===== config.mk =====
export PLATFORM = sky130hd
export DESIGN_NAME = uart_tx_fifo
export DESIGN_NICKNAME = d
export VERILOG_FILES = /design/src/rtl/uart_pkg.sv /design/src/rtl/uart_fifo.sv /design/src/rtl/uart_tx_fifo.sv
export SDC_FILE = /design/constraint.sdc
export NUM_CORES = 1
export LEC_CHECK = 0
export ABC_AREA = 1
export BUFFER_PORTS_ARGS = -buffer_cell sky130_fd_sc_hd__buf_2
export CAP_MARGIN = 20
export CORE_MARGIN = 4
export CORE_UTILIZATION = 55
export DETAILED_ROUTE_END_ITERATION = 12
export PLACE_DENSITY_LB_ADDON = 0.05
export SYNTH_ARGS = -nofsm -noshare
export SYNTH_HDL_FRONTEND = slang
export SYNTH_HIERARCHICAL = 1
export SYNTH_SLANG_ARGS = --single-unit

===== constraint.sdc =====
create_clock -name clk -period 1.78 [get_ports clk]
set_input_delay 0.356 -clock clk [delete_from_list [all_inputs] [get_ports clk]]
set_output_delay 0.356 -clock clk [all_outputs]
set_load 0.02 [all_outputs]

===== src/rtl/uart_pkg.sv =====
// uart_pkg: definitions shared by the UART transmitter and a future receiver.
//   tx_state_t                    transmitter frame state
//   UART_DEFAULT_CLOCKS_PER_BAUD  50 MHz / 115200 baud
//   PARITY_SEL_EVEN / _ODD        parity-select values
//   parity_of()                   parity of a word (up to 9 bits) for a given select
package uart_pkg;

    typedef enum logic [2:0] {
        ST_IDLE,
        ST_START,
        ST_DATA,
        ST_PARITY,
        ST_STOP
    } tx_state_t;

    localparam int unsigned UART_DEFAULT_CLOCKS_PER_BAUD = 434;

    localparam logic PARITY_SEL_EVEN = 1'b0;
    localparam logic PARITY_SEL_ODD  = 1'b1;

    // Zero-extended upper bits do not change the XOR.
    function automatic logic parity_of(input logic [8:0] word, input logic odd_sel);
        return (^word) ^ odd_sel;
    endfunction

endpackage


===== src/rtl/uart_fifo.sv =====
// uart_fifo: synchronous FIFO with first-word fall-through read.
//   clk    system clock, posedge
//   reset  synchronous active-high, empties the FIFO
//   push   store wdata; ignored while full
//   wdata  word to store
//   pop    discard head word; ignored while empty
//   rdata  head word (valid while empty=0)
//   full   DEPTH words held
//   empty  no words held
// Pointers carry one extra wrap bit so full and empty are distinguishable.
module uart_fifo #(
    parameter int unsigned WIDTH = 8,
    parameter int unsigned DEPTH = 4
) (
    input  logic             clk,
    input  logic             reset,
    input  logic             push,
    input  logic [WIDTH-1:0] wdata,
    input  logic             pop,
    output logic [WIDTH-1:0] rdata,
    output logic             full,
    output logic             empty
);

    localparam int unsigned AW = $clog2(DEPTH);

    logic [WIDTH-1:0] mem [DEPTH];
    logic [AW:0]      wr_ptr;
    logic [AW:0]      rd_ptr;
    logic             do_push;
    logic             do_pop;

    assign do_push = push && !full;
    assign do_pop  = pop && !empty;

    always_ff @(posedge clk) begin
        if (reset) begin
            wr_ptr <= '0;
            rd_ptr <= '0;
        end else begin
            if (do_push) wr_ptr <= wr_ptr + (AW+1)'(1);
            if (do_pop)  rd_ptr <= rd_ptr + (AW+1)'(1);
        end
    end

    always_ff @(posedge clk) begin
        if (do_push) mem[wr_ptr[AW-1:0]] <= wdata;
    end

    assign rdata = mem[rd_ptr[AW-1:0]];
    assign empty = (wr_ptr == rd_ptr);
    assign full  = (wr_ptr[AW] != rd_ptr[AW]) && (wr_ptr[AW-1:0] == rd_ptr[AW-1:0]);

endmodule


===== src/rtl/uart_tx_fifo.sv =====
// uart_tx_fifo: UART transmitter with an input FIFO. Frame = start bit (0),
// DATA_BITS data bits LSB first, optional parity bit, STOP_BITS stop bits (1).
// Queued words go out back-to-back with no idle gap between frames.
//   clk    system clock, posedge
//   reset  synchronous active-high; aborts any frame, empties the FIFO
//   write  push data into the FIFO; dropped while full
//   data   word to transmit
//   full   FIFO holds FIFO_DEPTH words
//   busy   FIFO non-empty or a frame in progress
//   tx     serial line, idles high
// Build option: define UART_TX_PARITY_EN to add a parity bit after the data
// bits; parameter PARITY_ODD (0 even, 1 odd) then selects the sense.
module uart_tx_fifo
    import uart_pkg::*;
#(
    parameter int unsigned CLOCKS_PER_BAUD = UART_DEFAULT_CLOCKS_PER_BAUD,
    parameter int unsigned DATA_BITS       = 8,
    parameter int unsigned STOP_BITS       = 1,
    parameter int unsigned FIFO_DEPTH      = 4
`ifdef UART_TX_PARITY_EN
    ,
    parameter logic        PARITY_ODD      = PARITY_SEL_EVEN
`endif
) (
    input  logic                 clk,
    input  logic                 reset,
    input  logic                 write,
    input  logic [DATA_BITS-1:0] data,
    output logic                 full,
    output logic                 busy,
    output logic                 tx
);

    localparam int unsigned BW = $clog2(CLOCKS_PER_BAUD);
    localparam int unsigned CW = $clog2(DATA_BITS + 1);

    localparam logic [BW-1:0] BAUD_LAST = BW'(CLOCKS_PER_BAUD - 1);
    localparam logic [CW-1:0] DATA_LAST = CW'(DATA_BITS - 1);
    localparam logic [CW-1:0] STOP_LAST = CW'(STOP_BITS - 1);

    tx_state_t            state;
    logic [BW-1:0]        baud_cnt;
    logic [CW-1:0]        bit_cnt;
    logic [DATA_BITS-1:0] shift_reg;
`ifdef UART_TX_PARITY_EN
    logic                 parity_bit;
`endif

    logic                 fifo_empty;
    logic                 fifo_full;
    logic                 fifo_pop;
    logic [DATA_BITS-1:0] fifo_rdata;
    logic                 baud_tc;
    logic                 frame_done;

    uart_fifo #(
        .WIDTH (DATA_BITS),
        .DEPTH (FIFO_DEPTH)
    ) u_fifo (
        .clk   (clk),
        .reset (reset),
        .push  (write),
        .wdata (data),
        .pop   (fifo_pop),
        .rdata (fifo_rdata),
        .full  (fifo_full),
        .empty (fifo_empty)
    );

    assign baud_tc    = (baud_cnt == BAUD_LAST);
    assign frame_done = (state == ST_STOP) && baud_tc && (bit_cnt == STOP_LAST);
    // A word is loaded either from idle or straight out of the last stop bit,
    // so back-to-back frames need no IDLE cycle in between.
    assign fifo_pop   = !fifo_empty && ((state == ST_IDLE) || frame_done);

    assign full = fifo_full;
    assign busy = !fifo_empty || (state != ST_IDLE);

    always_ff @(posedge clk) begin
        if (reset) begin
            state      <= ST_IDLE;
            tx         <= 1'b1;
            baud_cnt   <= '0;
            bit_cnt    <= '0;
            shift_reg  <= '0;
`ifdef UART_TX_PARITY_EN
            parity_bit <= 1'b0;
`endif
        end else if (fifo_pop) begin
            state      <= ST_START;
            tx         <= 1'b0;
            baud_cnt   <= '0;
            bit_cnt    <= '0;
            shift_reg  <= fifo_rdata;
`ifdef UART_TX_PARITY_EN
            // Captured at load time because the shift register is consumed.
            parity_bit <= parity_of(9'(fifo_rdata), PARITY_ODD);
`endif
        end else if (state == ST_IDLE) begin
            tx       <= 1'b1;
            baud_cnt <= '0;
            bit_cnt  <= '0;
        end else if (!baud_tc) begin
            baud_cnt <= baud_cnt + BW'(1);
        end else begin
            baud_cnt <= '0;
            case (state)
                ST_START: begin
                    state   <= ST_DATA;
                    tx      <= shift_reg[0];
                    bit_cnt <= '0;
                end
                ST_DATA: begin
                    if (bit_cnt == DATA_LAST) begin
                        bit_cnt <= '0;
`ifdef UART_TX_PARITY_EN
                        state   <= ST_PARITY;
                        tx      <= parity_bit;
`else
                        state   <= ST_STOP;
                        tx      <= 1'b1;
`endif
                    end else begin
                        bit_cnt   <= bit_cnt + CW'(1);
                        shift_reg <= shift_reg >> 1;
                        tx        <= shift_reg[1];
                    end
                end
                ST_PARITY: begin
                    state   <= ST_STOP;
                    tx      <= 1'b1;
                    bit_cnt <= '0;
                end
                ST_STOP: begin
                    // End of frame with a non-empty FIFO is taken by fifo_pop.
                    if (bit_cnt == STOP_LAST) begin
                        state   <= ST_IDLE;
                        bit_cnt <= '0;
                    end else begin
                        bit_cnt <= bit_cnt + CW'(1);
                    end
                    tx <= 1'b1;
                end
                default: begin
                    state <= ST_IDLE;
                    tx    <= 1'b1;
                end
            endcase
        end
    end

endmodule


# == Yosys cells after proc, flatten, opt, wreduce, memory -nomap -nowiden ==
# Memory sizes are Yosys's and may differ from the RTL's. A register that Yosys moved wholly into a read port is not among the register bits.
# Cells that the tools add are included.
# word_totals
mem_bits_rw,32
reg_bits,31
mem_count,1
# classes
eq_ne,15
bitwise,1
add_sub_neg,4
mux,23
n_reduce_logical,25
# mem_list
name,words,word_bits,rd,rd_ports_with_merged_regs,write_ports,line_no,source
u_fifo.mem,4,8,1,1,1,uart_fifo.sv:27,logic [WIDTH-1:0] mem [DEPTH];
# ops
cell,n
two-way mux 8 bit,5
case mux 3 bit (4 select lines),1
case mux 4 bit (3 select lines),1
AND reduction 4 bit,3
adder 9 x 1 -> 9 bit (second input constant),1
equality test 9 bit (second input constant),1
two-way mux 1 bit,9
nonzero test 3 bit,3
two-way mux 4 bit,2
adder 3 x 1 -> 3 bit (second input constant),2
equality test 3 x 2 -> 1 bit (second input constant),2
logical AND 1 bit,6
two-way mux 3 bit,2
inequality test 2 x 1 -> 1 bit (second input constant),3
adder 4 x 1 -> 4 bit (second input constant),1
equality test 4 x 3 -> 1 bit (second input constant),1
logical NOT 4 bit,1
two-way mux 2 bit,2
nonzero test 2 bit,2
OR reduction 2 bit,2
OR reduction 4 bit,1
equality test 3 x 1 -> 1 bit (second input constant),1
equality test 3 bit,1
equality test 3 bit (second input constant),1
12 further kinds,14

# == Longest topological paths before layout ==
# Gate-level depths: netlist of the first run.
# depth
depth_word,8
mapped_depth,16
mapped_depth_nobuf,15

# == By module ==
# Netlist of the first run, hierarchy kept.
# by_module_without_submodules
module,seq_area_each_um2,area_each_um2,cells_each,n_inst
uart_fifo,1121.1,1699.1,150,1
uart_tx_fifo,500.5,1461.4,208,1

# == Worst setup path before layout of the first run ==
# OpenSTA, ideal clock, no wires.
# synth_path
path_kind,flip-flop to flip-flop
from,reg u_fifo.wr_ptr[0]
to,reg u_fifo.rd_ptr[2]
t_required_ns,1.665
t_arrival_ns,1.613
setup_ns,0.115
setup_slack_ns,0.052
synth_period_minus_slack_ns,1.728
path_stages_with_launch,17
path_cell_list,dfxtp_1 > inv_2 > nand2_2 > nand2_4 > nand3_4 > inv_1 > inv_1 > nand2_1 > a21oi_4 > nand2_4 > buf_6 > inv_2 > nand2_1 > inv_1 > nand3_1 > nand2_1 > nor2_1
# synth_between
elab_chain_cells,4
# synth_lines
element,line_no,source
"start, declared",uart_fifo.sv:28,logic [AW:0] wr_ptr;
"start signal, assigned",uart_fifo.sv:41,if (do_push) wr_ptr <= wr_ptr + (AW+1)'(1);
equality test 3 bit,uart_fifo.sv:51,assign empty = (wr_ptr == rd_ptr);
net fifo_empty,uart_tx_fifo.sv:49,logic fifo_empty;
logical NOT 1 bit,uart_tx_fifo.sv:74,assign fifo_pop = !fifo_empty && ((state == ST_IDLE) || frame_done);
logical AND 1 bit,uart_tx_fifo.sv:74,
net fifo_pop,uart_tx_fifo.sv:51,logic fifo_pop;
logical AND 1 bit,uart_fifo.sv:34,assign do_pop = pop && !empty;
"end signal, assigned",uart_fifo.sv:42,if (do_pop) rd_ptr <= rd_ptr + (AW+1)'(1);
"end, declared",uart_fifo.sv:29,logic [AW:0] rd_ptr;
# The timed path passes the listed nets, and every way through them passes these cells.
# A chain may end at the register's enable or synchronous reset.

# == Worst setup path after layout of the first run ==
# layout_path
from,reg state[2]
to,out busy
# layout_between
elab_chain_cells,2
# layout_lines
element,line_no,source
"start, declared",uart_tx_fifo.sv:41,tx_state_t state;
"start signal, assigned",uart_tx_fifo.sv:81,state <= ST_IDLE;
"start signal, assigned",uart_tx_fifo.sv:90,state <= ST_START;
"start signal, assigned",uart_tx_fifo.sv:109,state <= ST_DATA;
nonzero test 3 bit,uart_tx_fifo.sv:77,assign busy = !fifo_empty || (state != ST_IDLE);
logical OR 1 bit,uart_tx_fifo.sv:77,
"end, declared",uart_tx_fifo.sv:30,"output logic busy,"
# No other way between the ends.

==> metrics, run 1 <==
ys async rst share 0; PortBufs 13; Yosys cell types 29; die height about 84 microns; Worst Path Arrival 1.29 ns; Tmin final between 1.5 and 2 ns; Net Count, Synth 378; Finished Layout Cells 466; Mapped Area between 3000 and 4000 sq um; Post-Syn Area per Cell 8.83 sq um; placed cells ~450; worst rel slew slack 0.792; TritonCTS clock tree built; remaining antenna violation count 0; Static Leak 0.00146 uW; EDFF count, synth 32; clock latency on the worst-skew pair around 0.33 ns; Vias/cell 4.96; worst min path class input pin to flop; num ports 14; most used routing layer in global routing met2; 1st-pass router iterations 4; clk sinks 65; critical path class flop to output port; First DRT Iteration DRCs 84; max-slew violations 0; pin count of the biggest net entering global routing 17; Worst Path Max Fanout 9; YS warnings 6; vias post-DR about 2300; Largest register FFs 32; Setup TNS 0 ns; final worst slack 0.139 ns; final setup fails 0; Site Rows 27; RSZ-0062 raised after global routing true; n_diodes 0; share of layout cells above drive strength 1 0.226; Worst Hold Slack between 0.2 and 0.25 ns; status finished clean; Global Route met1 Usage 0.204; Yosys reg bits 65; Crit path required time 1.42 ns; wire per inst 11.9 microns; Layout fillers 487; worst vdd ir 0.784 mV; final wirelength ~5.5 mm; met2 GRT Util 0.290; first-pass GRT wire length 9.39 mm; Placer Congestion 0.791; P&R area growth vs syn 12.6%; GRT met3 Usage 0.0365; final hold violations 0; Num CTS Buffers 9; total number of H-tree levels 3; GRT overflow 0; crit share post-route 0.922; Worst-Margin Slew a little over 0.3 ns; Max Fclk 0.609 GHz; register area between 1500 and 2000 sq um; register area share after synthesis 0.513; ys flop type dfxtp_1; Clock Path Buffers 2; hold buffers post-CTS 0; full die area between 7000 and 8000 sq um; clock slew at reported path FFs 0.07 ns; Total GRT Usage 0.169; initial antenna violation count 0; dpl ws 0.0732 ns; Remaining DRCs 0; final core utilization 0.642; vias in the first global route about 2100; clk root buf clkbuf_8; initial core utilization 0.570; critical path endpoint category output port; area of the multi-input gates 1340 sq um; Synth Instances 358; Power Density 1370 nW/um^2; Chip Width 83.8 microns; maxcap violations 0; Nets 409; HPWL after detailed placement 3.90 mm; worst-case clock skew 0.00783 ns; CP Launch Type flop; core region area 5540 sq um
==> stage by stage <==
step,total power (uW),cell area (sq um)
after floorplan,3320,3160
after global placement,3630,3330
after detailed placement,3640,3330
after CTS,4840,3520
after global routing,5270,3560
final,4870,3560
==> worst max-delay path, cell delays in order, from the launching register on <==
cell and delay, ns:
dfxtp_2 0.47, inv_2 0.08, nand2_2 0.13, inv_2 0.07, nand2_1 0.05, buf_2 0.15
==> report_power, final <==
part,switching (uW),internal (uW)
combinational,1050,719
clock,542,645
sequential,157,1760
==> cell usage after synthesis (4+ instances only) <==
cell,instances,area (sq um)
buf_6,4,45.0
nor2_4,6,67.6
inv_1,23,86.3
nor3_1,5,25.0
nand2_4,4,45.0
edfxtp_1,32,961
a21oi_1,14,70.1
o21ai_0,18,90.1
nand2_1,72,270
nand3b_1,9,67.6
dfxtp_1,33,661
inv_2,14,52.6
nor2_1,56,210
nand3_1,22,110
ha_1,9,113
o22ai_1,8,50.1
nand2_2,10,62.6
==> layout by cell type, fill, tap and decap left out, types with 6 or more instances in the layout <==
cell and instances:
nand2_1 72, nand3b_1 9, edfxtp_1 32, buf_4 14
clkbuf_8 9, dfxtp_1 26, inv_1 23, o21ai_0 18
nand3_1 22, buf_2 13, inv_2 14, ha_1 9
o22ai_1 8, a21oi_1 14, nor2_4 6, nor2_1 56
nand2_2 10
==> timing repair <==
item	in CTS	in global routing
setup buffers	0	3
pin swaps	0	1
resized for setup	1	8
endpoints found under the setup margin	1	17
==> cells by family (layout without fill, tap and decap cells) <==
logic type | count (synthesis) | after routing | share of synthesized area
buf+inv | 44 | 80 | 0.0641
flops | 65 | 65 | 0.513
simple gates | 194 | 194 | 0.303
fa+ha+maj | 9 | 9 | 0.0356
xor+xnor | 3 | 3 | 0.00832
compound gates | 43 | 43 | 0.0756
==> layer usage <==
layer,wire (microns),part of all wire,vias up
li1,-,-,1243
met1,2550,0.46,1036
met2,2770,0.50,22
met3,156,0.028,9
met4,70,0.013,0
met5,0,0,-
==> layout make-up <==
type                            instances  share of cell area
Tap cell                               72              0.0253
Multi-Input combinational cell        249               0.376
Clock buffer                           11              0.0369
Inverter                               37              0.0390
Timing Repair Buffer                   27              0.0478
Clock inverter                          5              0.0158
Sequential cell                        65               0.460
==> final timing paths <==
kind	slack, ns	startpoint	cells after the start	endpoint
worst min-delay path	0.23	data[1]	1	u_fifo/mem[1][1]
worst max-delay path	0.14	state[2]	5	busy
worst min register to register	0.47	baud_cnt[0]	1	baud_cnt[0]
worst max register to register	0.20	baud_cnt[0]	12	u_fifo/rd_ptr[2]
No activity file was read; power rests on OpenSTA's default activity.
==> inputs of run 2 (changes only) <==
--- a/config.mk
+++ b/config.mk
@@ -9,7 +9,7 @@
 export BUFFER_PORTS_ARGS = -buffer_cell sky130_fd_sc_hd__buf_2
 export CAP_MARGIN = 20
 export CORE_MARGIN = 4
-export CORE_UTILIZATION = 55
+export CORE_UTILIZATION = 65
 export DETAILED_ROUTE_END_ITERATION = 12
 export PLACE_DENSITY_LB_ADDON = 0.05
 export SYNTH_ARGS = -nofsm -noshare
==> constraint.sdc (replaced) <==
create_clock -name clk -period 2 [get_ports clk]
set_input_delay 0.4 -clock clk [delete_from_list [all_inputs] [get_ports clk]]
set_output_delay 0.4 -clock clk [all_outputs]
set_load 0.02 [all_outputs]
==> metrics, run 2 (same netlist as run 1, synthesis figures left out) <==
Flop pwr share 0.417; Vias/cell 5.19; First DRT Iteration DRCs 127; Crit path required time about 2.2 ns; reg2reg setup slack 0.23 ns; commonest cells after routing, fill and taps aside nand2_1 (72), nor2_1 (56), edfxtp_1 (32); clk sinks 65; HPWL after detailed placement 3.98 mm; total number of H-tree levels 3; Worst Path Arrival 1.99 ns; final setup fails 0; wire per inst 12.5 microns; Power Density around 1200 nW/um^2; Remaining DRCs 0; Nets between 400 and 500; hold buffers post-CTS 0; Clock Path Buffers 2; Tmin final 1.77 ns; Worst Path Max Fanout 21; area of the multi-input gates 1340 sq um; r2r startpoint u_fifo/rd_ptr[2]; maxcap violations 0; final hold violations 0; Site Rows 25; Comb pwr share 0.359; full die area about 6000 sq um; R2R Path End u_fifo/rd_ptr[2]; leading cell type in the layout, fill and taps excluded nand2_1; crit path capture u_fifo/rd_ptr[2]; Chip Width a little under 80 microns; Total GRT Usage 0.210; 1st-pass router iterations 4; Layout fillers between 300 and 400; Finished Layout Cells between 400 and 500; critical path class flop to flop; Placer Congestion slightly above 0.8; placed cells 438; GRT overflow 0; critical path endpoint category flop; PortBufs 13; Critical path origin u_fifo/rd_ptr[2]; clock slew at reported path FFs 0.07 ns; die height 77.7 microns; status finished clean; worst rel slew slack 0.727; P&R area growth vs syn 9.38%; first-pass GRT wire length 10.0 mm; clock share of power 0.224; pin count of the biggest net entering global routing 22; share of layout cells above drive strength 1 0.194; n_diodes 0; num ports 14; TritonCTS clock tree built; CP Launch Type flop; core region area 4720 sq um; clk root buf clkbuf_8; crit share post-route 0.884; worst vdd ir 0.621 mV; initial core utilization 0.669; P_int about 2500 uW; vias in the first global route 2316; Largest register FFs 32; worst-case clock skew 0.00954 ns; final wirelength 5.67 mm; RSZ-0062 raised after global routing false; Num CTS Buffers 9; Register-to-Register Path Depth 15; Psw 1520 uW; max-slew violations 0; register area 1620 sq um; initial antenna violation count 0; Switching Fraction 0.374; vias post-DR 2356; Worst-Margin Slew 0.409 ns; Max Fclk 0.566 GHz; worst min path class input pin to flop; clock latency on the worst-skew pair ~0.33 ns; Static Leak 0.00141 uW; remaining antenna violation count 0; Setup TNS 0 ns
-- run 2: cell types whose count changed in the layout (fill, tap and decap cells not counted), sizes merged --
cell    change
bufinv      -1
buf         -7
clkinv      -1
clkbuf      +2
-- run 2: timing repair --
item                                    4_1_cts  5_1_grt
resized for setup                             0        2
endpoints found under the hold margin         0        0
buffers inserted                              0        0
endpoints found under the setup margin        0        1
-- run 2: per-stage QoR --
step / utilization / power, uW / hold slack, ns / setup slack, ns / cell area [sq um]
3_5_place_dp: 0.698 / 3180 / 0.460 / 0.203 / 3300
2_1_floorplan: - / 2960 / 0.433 / 0.272 / 3160
5_1_grt: 0.732 / 4390 / 0.274 / 0.0102 / 3460
3_3_place_gp: 0.698 / 3150 / 0.450 / 0.262 / 3300
6_report: 0.732 / 4060 / 0.283 / 0.232 / 3460
4_1_cts: 0.731 / 4090 / 0.272 / 0.173 / 3450
-- run 2: worst max-delay path, cell delays in order (launching register included) --
cell,delay [ns]
dfxtp_1,0.42
inv_2,0.06
nand2_1,0.08
nand2_2,0.06
nand3_4,0.11
inv_1,0.06
inv_1,0.05
nand2_1,0.07
a21oi_4,0.15
nand2_4,0.16
inv_2,0.13
nand2_1,0.06
inv_1,0.06
nand3_1,0.07
nand2_1,0.06
nor2_1,0.04
-- run 2: power by group through the flow --
| stage | clock (uW) | combinational, uW | sequential, uW |
|---|---|---|---|
| 2_1_floorplan | 0 | 1260 | 1690 |
| 3_3_place_gp | 0 | 1430 | 1720 |
| 3_5_place_dp | 0 | 1460 | 1720 |
| 4_1_cts | 928 | 1470 | 1690 |
| 5_1_grt | 991 | 1680 | 1710 |
| 6_report | 911 | 1460 | 1690 |
-- run 2: cell type report --
type / count / share of cell area
Clock buffer: 13 / 0.0402
Sequential cell: 65 / 0.470
Timing Repair Buffer: 20 / 0.0340
Multi-Input combinational cell: 249 / 0.387
Tap cell: 67 / 0.0242
Clock inverter: 3 / 0.00507
Inverter: 37 / 0.0402
-- run 2: worst min-delay path by stage --
stage,from,endpoint,slack [ns],depth (start not counted)
2_1_floorplan,baud_cnt[0],baud_cnt[0],0.43,1
3_3_place_gp,baud_cnt[0],baud_cnt[0],0.45,1
3_5_place_dp,tx,tx,0.46,2
4_1_cts,data[3],u_fifo/mem[3][3],0.27,1
5_1_grt,data[5],u_fifo/mem[0][5],0.27,1
6_report,data[1],u_fifo/mem[3][1],0.28,1
-- run 2: routing by layer --
layer  track usage  part of all wire  vias to the layer above  routed length [microns]
met1         0.254              0.46                     1087                     2610
li1              -                 -                     1227                        -
met2         0.352              0.49                       31                     2790
met3        0.0522             0.030                       11                      169
met5             0                 0                        -                        0
met4        0.0979             0.019                        0                      106
